File: src/rtl/branch_redirect_gen.sv
// Fetch redirect producer: classifies branch resolutions, holds redirects until fetch unfreezes,
// drains stale wrong-path resolutions, and emits predictor updates. Optional macro: BRU_PERF_COUNTERS_EN.
module branch_redirect_gen #(
  parameter int WIDTH        = 31,
  parameter int ROB_BITS     = 4,
  parameter int FLUSH_CYCLES = 3
) (
  input  logic                clk,
  input  logic                reset,
  input  logic                freeze,
  input  logic [ROB_BITS-1:0] robHead,
  input  logic                resValid,
  input  logic [ROB_BITS-1:0] resTag,
  input  logic [WIDTH:0]      resPC,
  input  logic                resTaken,
  input  logic [WIDTH:0]      resTarget,
  input  logic                predTaken,
  input  logic [WIDTH:0]      predTarget,
  output logic                mispredict,
  output logic                misdirect,
  output logic [WIDTH:0]      targetAddress,
  output logic [ROB_BITS-1:0] flushTag,
  output logic                updValid,
  output logic [WIDTH:0]      updPC,
  output logic                updTaken,
  output logic [WIDTH:0]      updTarget
`ifdef BRU_PERF_COUNTERS_EN
  ,
  output logic [31:0]         resolvedCount,
  output logic [31:0]         mispredictCount,
  output logic [31:0]         misdirectCount
`endif
);

  // state     | meaning
  // S_IDLE    | no redirect outstanding, every resolution accepted
  // S_PENDING | redirect driven and held until a cycle with freeze=0
  // S_DRAIN   | redirect consumed; resolutions younger than flush_q are dropped
  typedef enum logic [1:0] {S_IDLE, S_PENDING, S_DRAIN} state_t;

  localparam int CNT_W = (FLUSH_CYCLES < 2) ? 1 : $clog2(FLUSH_CYCLES + 1);

  state_t              state, state_d;
  logic [CNT_W-1:0]    drain_cnt, drain_cnt_d;
  logic [ROB_BITS-1:0] flush_q;

  logic                wrong_dir, wrong_tgt, is_err;
  logic [WIDTH:0]      corr_pc;
  logic [ROB_BITS-1:0] age_res, age_flush;
  logic                older, not_younger;
  logic                take_err, accept, consume;

  always_comb begin
    wrong_dir   = resTaken != predTaken;
    wrong_tgt   = resTaken & predTaken & (resTarget != predTarget);
    is_err      = wrong_dir | wrong_tgt;
    corr_pc     = resTaken ? resTarget : resPC + (WIDTH+1)'(1);
    age_res     = resTag - robHead;
    age_flush   = flush_q - robHead;
    older       = age_res < age_flush;
    not_younger = age_res <= age_flush;

    take_err = 1'b0;
    accept   = 1'b0;
    case (state)
      S_IDLE: begin
        accept   = resValid;
        take_err = resValid & is_err;
      end
      S_PENDING: begin
        take_err = resValid & is_err & older;
        accept   = is_err ? take_err : resValid;
      end
      S_DRAIN: begin
        take_err = resValid & is_err & older;
        accept   = is_err ? take_err : (resValid & not_younger);
      end
      default: begin
        accept   = 1'b0;
        take_err = 1'b0;
      end
    endcase

    consume     = (state == S_PENDING) & ~freeze;
    state_d     = state;
    drain_cnt_d = drain_cnt;
    if (take_err) begin
      state_d     = S_PENDING;
      drain_cnt_d = '0;
    end else if (consume) begin
      state_d     = S_DRAIN;
      drain_cnt_d = CNT_W'(FLUSH_CYCLES);
    end else if (state == S_DRAIN) begin
      drain_cnt_d = drain_cnt - CNT_W'(1);
      if (drain_cnt <= CNT_W'(1)) state_d = S_IDLE;
    end
  end

  always_ff @(posedge clk or posedge reset) begin
    if (reset) begin
      state     <= S_IDLE;
      drain_cnt <= '0;
    end else begin
      state     <= state_d;
      drain_cnt <= drain_cnt_d;
    end
  end

  // A newer, older-by-age error overrides the held redirect even on the consume edge.
  always_ff @(posedge clk or posedge reset) begin
    if (reset) begin
      mispredict    <= 1'b0;
      misdirect     <= 1'b0;
      targetAddress <= '0;
      flushTag      <= '0;
      flush_q       <= '0;
    end else if (take_err) begin
      mispredict    <= wrong_dir;
      misdirect     <= wrong_tgt;
      targetAddress <= corr_pc;
      flushTag      <= resTag;
      flush_q       <= resTag;
    end else if (consume) begin
      mispredict    <= 1'b0;
      misdirect     <= 1'b0;
      targetAddress <= '0;
      flushTag      <= '0;
    end
  end

  always_ff @(posedge clk or posedge reset) begin
    if (reset) begin
      updValid  <= 1'b0;
      updPC     <= '0;
      updTaken  <= 1'b0;
      updTarget <= '0;
    end else begin
      updValid <= accept;
      if (accept) begin
        updPC     <= resPC;
        updTaken  <= resTaken;
        updTarget <= resTarget;
      end
    end
  end

`ifdef BRU_PERF_COUNTERS_EN
  always_ff @(posedge clk or posedge reset) begin
    if (reset) begin
      resolvedCount   <= '0;
      mispredictCount <= '0;
      misdirectCount  <= '0;
    end else begin
      if (accept && resolvedCount != 32'hFFFF_FFFF)
        resolvedCount <= resolvedCount + 32'd1;
      if (consume && mispredict && mispredictCount != 32'hFFFF_FFFF)
        mispredictCount <= mispredictCount + 32'd1;
      if (consume && misdirect && misdirectCount != 32'hFFFF_FFFF)
        misdirectCount <= misdirectCount + 32'd1;
    end
  end
`endif

endmodule
File: config.mk
export PLATFORM = sky130hd
export DESIGN_NAME = branch_redirect_gen
export DESIGN_NICKNAME = d
export VERILOG_FILES = /design/src/rtl/branch_redirect_gen.sv
export SDC_FILE = /design/constraint.sdc
export NUM_CORES = 1
export LEC_CHECK = 0
export BUFFER_PORTS_ARGS = -buffer_cell sky130_fd_sc_hd__buf_2
export CAP_MARGIN = 0
export CORE_ASPECT_RATIO = 0.5
export CORE_MARGIN = 8
export CORE_UTILIZATION = 40
export CTS_BUF_LIST = sky130_fd_sc_hd__clkbuf_16
export DETAILED_ROUTE_END_ITERATION = 7
export HOLD_SLACK_MARGIN = 0.03
export SYNTH_ARGS = -nofsm -noshare
export SYNTH_HDL_FRONTEND = slang
export SYNTH_SLANG_ARGS = --single-unit
File: constraint.sdc
create_clock -name clk -period 3.97 [get_ports clk]
set_input_delay 0.397 -clock clk [delete_from_list [all_inputs] [get_ports clk]]
set_output_delay 0.397 -clock clk [all_outputs]
set_load 0.01 [all_outputs]
# --- Word-level counts from Yosys, hierarchy flattened ---
# Cells that the tools add are included.
classes:
  addsub: 4
  multipliers: 0
  div: 0
  order_cmp: 3
  n_eq_ne: 4
  n_shift: 0
  n_mux: 19
  n_bitwise: 8
  n_reduce_logical: 6
op_table:
  columns: ["op", "count"]
  rows:
  - ["two-way mux 32 bit", 3]
  - ["adder 32 x 1 -> 32 bit, second input constant", 1]
  - ["!= test 32 bit", 1]
  - ["two-way mux 2 bit", 7]
  - ["two-way mux 4 bit", 2]
  - ["subtractor 4 bit", 2]
  - ["AND 1 bit", 6]
  - ["nonzero test 3 bit", 2]
  - ["two-way mux 1 bit", 5]
  - ["less-or-equal comparator 4 bit", 1]
  - ["less-than comparator 4 bit", 1]
  - ["case mux 1 bit (3 select lines)", 1]
  - ["equality test 2 x 1 -> 1 bit, second input constant", 1]
  - ["equality test 2 bit, second input constant", 1]
  - ["less-or-equal comparator 2 x 1 -> 1 bit, second input constant", 1]
  - ["logical NOT 2 bit", 1]
  - ["case mux 1 bit (2 select lines)", 1]
  - ["AND reduction 2 bit", 1]
  - ["nonzero test 2 bit", 1]
  - ["OR reduction 2 bit", 1]
  - ["subtractor 2 x 1 -> 2 bit, second input constant", 1]
  - ["!= test 1 bit", 1]
  - ["inverter 1 bit", 1]
  - ["OR 1 bit", 1]
totals:
  reg_bits: 112
  latchBits: 0
  ramBits: 0
  mem_bits_ro: 0
  output_inout_bits: 104
  wordCells: 55
  n_memories: 0

# --- Longest topological paths before layout ---
logic_depth:
  ltp_word: 8
  depth_mapped: 15
  depth_no_buf: 13

# --- Least setup slack after synthesis ---
# Ideal clock, no wire load.
synth_timing:
  path_kind: "input to register"
  from: "input resTag[0]"
  to: "register updTarget[0]"
  setup_time_ps: 124
  arrival_ps: 2905
  t_required_ps: 3846
  setup_slack_ps: 941
  cell_stages: 14
  cell_sequence: "inv_1 -> ha_1 -> inv_1 -> fa_1 -> xor2_1 -> ha_1 -> a21o_1 -> a221oi_2 -> a21oi_2 -> buf_2 -> nor2b_1 -> buf_6 -> buf_6 -> a211o_1"
synth_via:
  elab_chain_len: 5
  word_cells_on_any_way: 8
synth_lines:
  columns: ["element", "line_no", "rtl"]
  rows:
  - ["from (decl)", "13", "input logic [ROB_BITS-1:0] resTag,"]
  - ["subtractor 4 bit *", "58", "age_res = resTag - robHead;"]
  - ["less-or-equal comparator 4 bit / less-than comparator 4 bit (equally long branches)", "61, 60", null]
  - ["AND 1 bit (on tied branches)", "76, 71, 75", null]
  - ["two-way mux 1 bit (on tied branches)", "76, 72", null]
  - ["case mux 1 bit (3 select lines) *", "65", "case (state)"]
  - ["to (signal assigned)", "142", "updTarget <= resTarget;"]
  - ["to (decl)", "26", "output logic [WIDTH:0] updTarget"]
# Mark *: on every way between the ends. The rest lies on a longest branch, timed or not.
# A chain may end at the register's enable or synchronous reset.

# --- Worst setup path after layout ---
layout_timing:
  from: "register flush_q[0]"
  to: "register targetAddress[21]"
layout_via:
  elab_chain_len: 5
  word_cells_on_any_way: 6
layout_lines:
  columns: ["element", "line_no", "rtl"]
  rows:
  - ["from (decl)", "45", "logic [ROB_BITS-1:0] flush_q;"]
  - ["from (signal assigned)", "122", "flush_q <= resTag;"]
  - ["subtractor 4 bit *", "59", "age_flush = flush_q - robHead;"]
  - ["less-than comparator 4 bit *", "60", "older = age_res < age_flush;"]
  - ["AND 1 bit *", "71, 75", null]
  - ["case mux 1 bit (2 select lines) *", "65", null]
  - ["two-way mux 32 bit / nonzero test 2 bit (equally long branches)", null, null]
  - ["to (signal assigned)", "120", "targetAddress <= corr_pc;"]
  - ["to (decl)", "21", "output logic [WIDTH:0] targetAddress,"]
# Marked as above.

==> metrics <==
Clock Tree Buf Depth 2; Die W 218 um; Post-synth top flop dfrtp_1; antenna diode count 0; I/O Pins 214; # DRC 0; GPL Wtd Cong 0.845; CTS Root Buffer Type clkbuf_16; outcome finished clean; top cells by count, synth nand2_1 (242), mux2i_1 (117), dfrtp_1 (112), nand3_1 (74), o21ai_0 (66); share of layout cells above drive strength 1 22.6%; first-pass GRT wire length 44,600 um; full die area 25,400 um2; # nets final 1,259; leakage power 4.57 nW; synthesized flop and latch total 112; Relative slew margins 34.2%; Reg2Reg Depth 12; Avg Synthesized Cell Area 8.41 um2; final-report hold violation count 0; Core Rows 37; Final Setup Violations 0; DR WL/cell 21.1 um; Initial Util 40.2%; crit-path max FO 12; clock-pin transition on the worst setup and hold timing paths 80 ps; critical-path cell list inv_1 > ha_1 > fa_1 > xor2_1 > ha_1 > a21o_1 > a221oi_2 > a21oi_1 > nor2_2 > o21a_2 > buf_4 > mux2i_1; Final Instance Area 9720 um2; Skew-Pair Late Insertion Delay 360 ps; Core Area 20,200 um2; sequential share of the synthesized area 34.4%; area grow syn2layout 19.4%; Crit Path Category reg -> reg; post-synthesis cell count 968; Fin Hold WS 141 ps; largest cells by area after synthesis dfrtp_1 (34%), mux2i_1 (14%), nand2_1 (11%); TritonCTS Buffers 9; max incr delay on CP 410 ps; Netlist cell types 45; fin crit period 3440 ps; Layout Skew 5.83 ps; arrival time worst endpoint 3720 ps; Clock H-tree levels 3; initial antenna violation count 0; CTS Hold Bufs 0; Max Cap Viol 0; Peak supply drop 842 uV; PostCTS Resize Cnt 0; Worst Path Required 4250 ps; CP Launch Type flip-flop; vias 7,836; Setup TNS 0 ps; CP max stage cell fa_1; # clock sinks 112; crit end category flip-flop; global-route usage over all layers 22.7%; PortBufs 213; DR pass1 iterations 6; fin crit share 86.7%; Finished Core Util 48.0%; FMAX 0.291 GHz; Post-synth EDFFs 0; unrepaired setup endpoints after global routing false; Worst Hold Class in -> async; vias per inst 5.56; post-route ant nets 0; largest net degree at the start of global routing 129; worst-margin pin slew 985 ps; Total Power 0.00760 W; Routed Wire Length 29,800 um; Placed Instance Area 9410 um2; CTS tree built; most common cell in the synthesized netlist nand2_1; R2R Setup Slk 530 ps; most used cell, CP ha_1; # Post-CTS Setup Buffers 0; die height 117 um; drt initial violations 879; synth warn 0; Mapped Nets 1,096; DP HPWL 21,600 um; Post-Syn Area 8140 um2; Synth top area share 34.4%; biggest area consumer among synthesized cells dfrtp_1; Reg-to-Reg Start flush_q[0]; power per cell area 782 nW/um2; Post-synth ARST share 100%; final global-route overflow total 0; RR Endpoint targetAddress[21]; Pins Over Slew Limit 0; vias in the first global route 7,281
## per-layer routing
layer | global-route usage [%] | routed length, um | up-vias
li1 | - | - | 3692
met1 | 35.5 | 14900 | 3792
met2 | 30.9 | 12100 | 331
met3 | 4.87 | 2500 | 21
met4 | 4.30 | 378 | 0
met5 | 0 | 0 | -
## where the power goes
group / internal, W / switching [W] / total (W)
Sequential: 0.00172 / 0.000496 / 0.00221
Clock: 0.000550 / 0.000454 / 0.00100
Combinational: 0.00177 / 0.00261 / 0.00438
## kinds of logic after synthesis
logic type | Yosys count | synth area share [%]
flops | 112 | 34.4
compound gates | 174 | 14.3
fa+ha+maj | 18 | 2.95
mux | 118 | 14.5
buf+inv | 92 | 5.41
xor+xnor | 69 | 7.43
simple gates | 385 | 20.9
## stage by stage
stage | worst slack, ps | cells
2_1_floorplan | 614 | 968
3_3_place_gp | 435 | 1393
3_5_place_dp | 332 | 1393
4_1_cts | 491 | 1409
5_1_grt | 291 | 1409
6_report | 529 | 1409
## sequential cells by signal, indices dropped and copies added (netlist names), 2 cells and up
name,count
drain_cnt,2
flushTag,4
flush_q,4
state,2
targetAddress,32
updPC,32
updTarget,32
## critical path: cells and delay by family, from the launching register on
family	cells	cell delay (ps)
AO/OA/AOI/OAI	4	1110
adder cells (fa/ha/maj)	3	910
flip-flops	1	360
buffers and inverters	2	340
AND/OR/NAND/NOR	1	240
multiplexers	1	220
XOR/XNOR	1	180
## worst max path at each step
stage                    start                end  depth (start not counted)
floorplan                reset       drain_cnt[0]                          1
global placement    robHead[1]  targetAddress[16]                         14
detailed placement   resTag[0]  targetAddress[21]                         14
CTS                 flush_q[0]  targetAddress[21]                         12
global route        flush_q[0]  targetAddress[16]                         12
finish              flush_q[0]  targetAddress[21]                         12
## placed cells by master, fill, tap and decap left out, types with 16 or more instances in the layout
cell type and instances:
dfrtp_1 112, ha_1 16, a211o_1 65, nand3_1 74
mux2i_1 117, buf_2 213, xnor2_1 62, nor2_1 16
nand2_1 242, o21ai_0 66, a21oi_1 20, nand4_1 19
## cell type report
| cell class | count | area (um2) |
|---|---|---|
| Inverter | 15 | 58.8 |
| Multi-Input combinational cell | 764 | 4940 |
| Fill cell | 2029 | 10500 |
| Timing Repair Buffer | 229 | 1260 |
| Clock inverter | 7 | 87.6 |
| Clock buffer | 9 | 225 |
| Sequential cell | 112 | 2800 |
| Tap cell | 273 | 342 |
No activity file was read; power rests on OpenSTA's default activity.
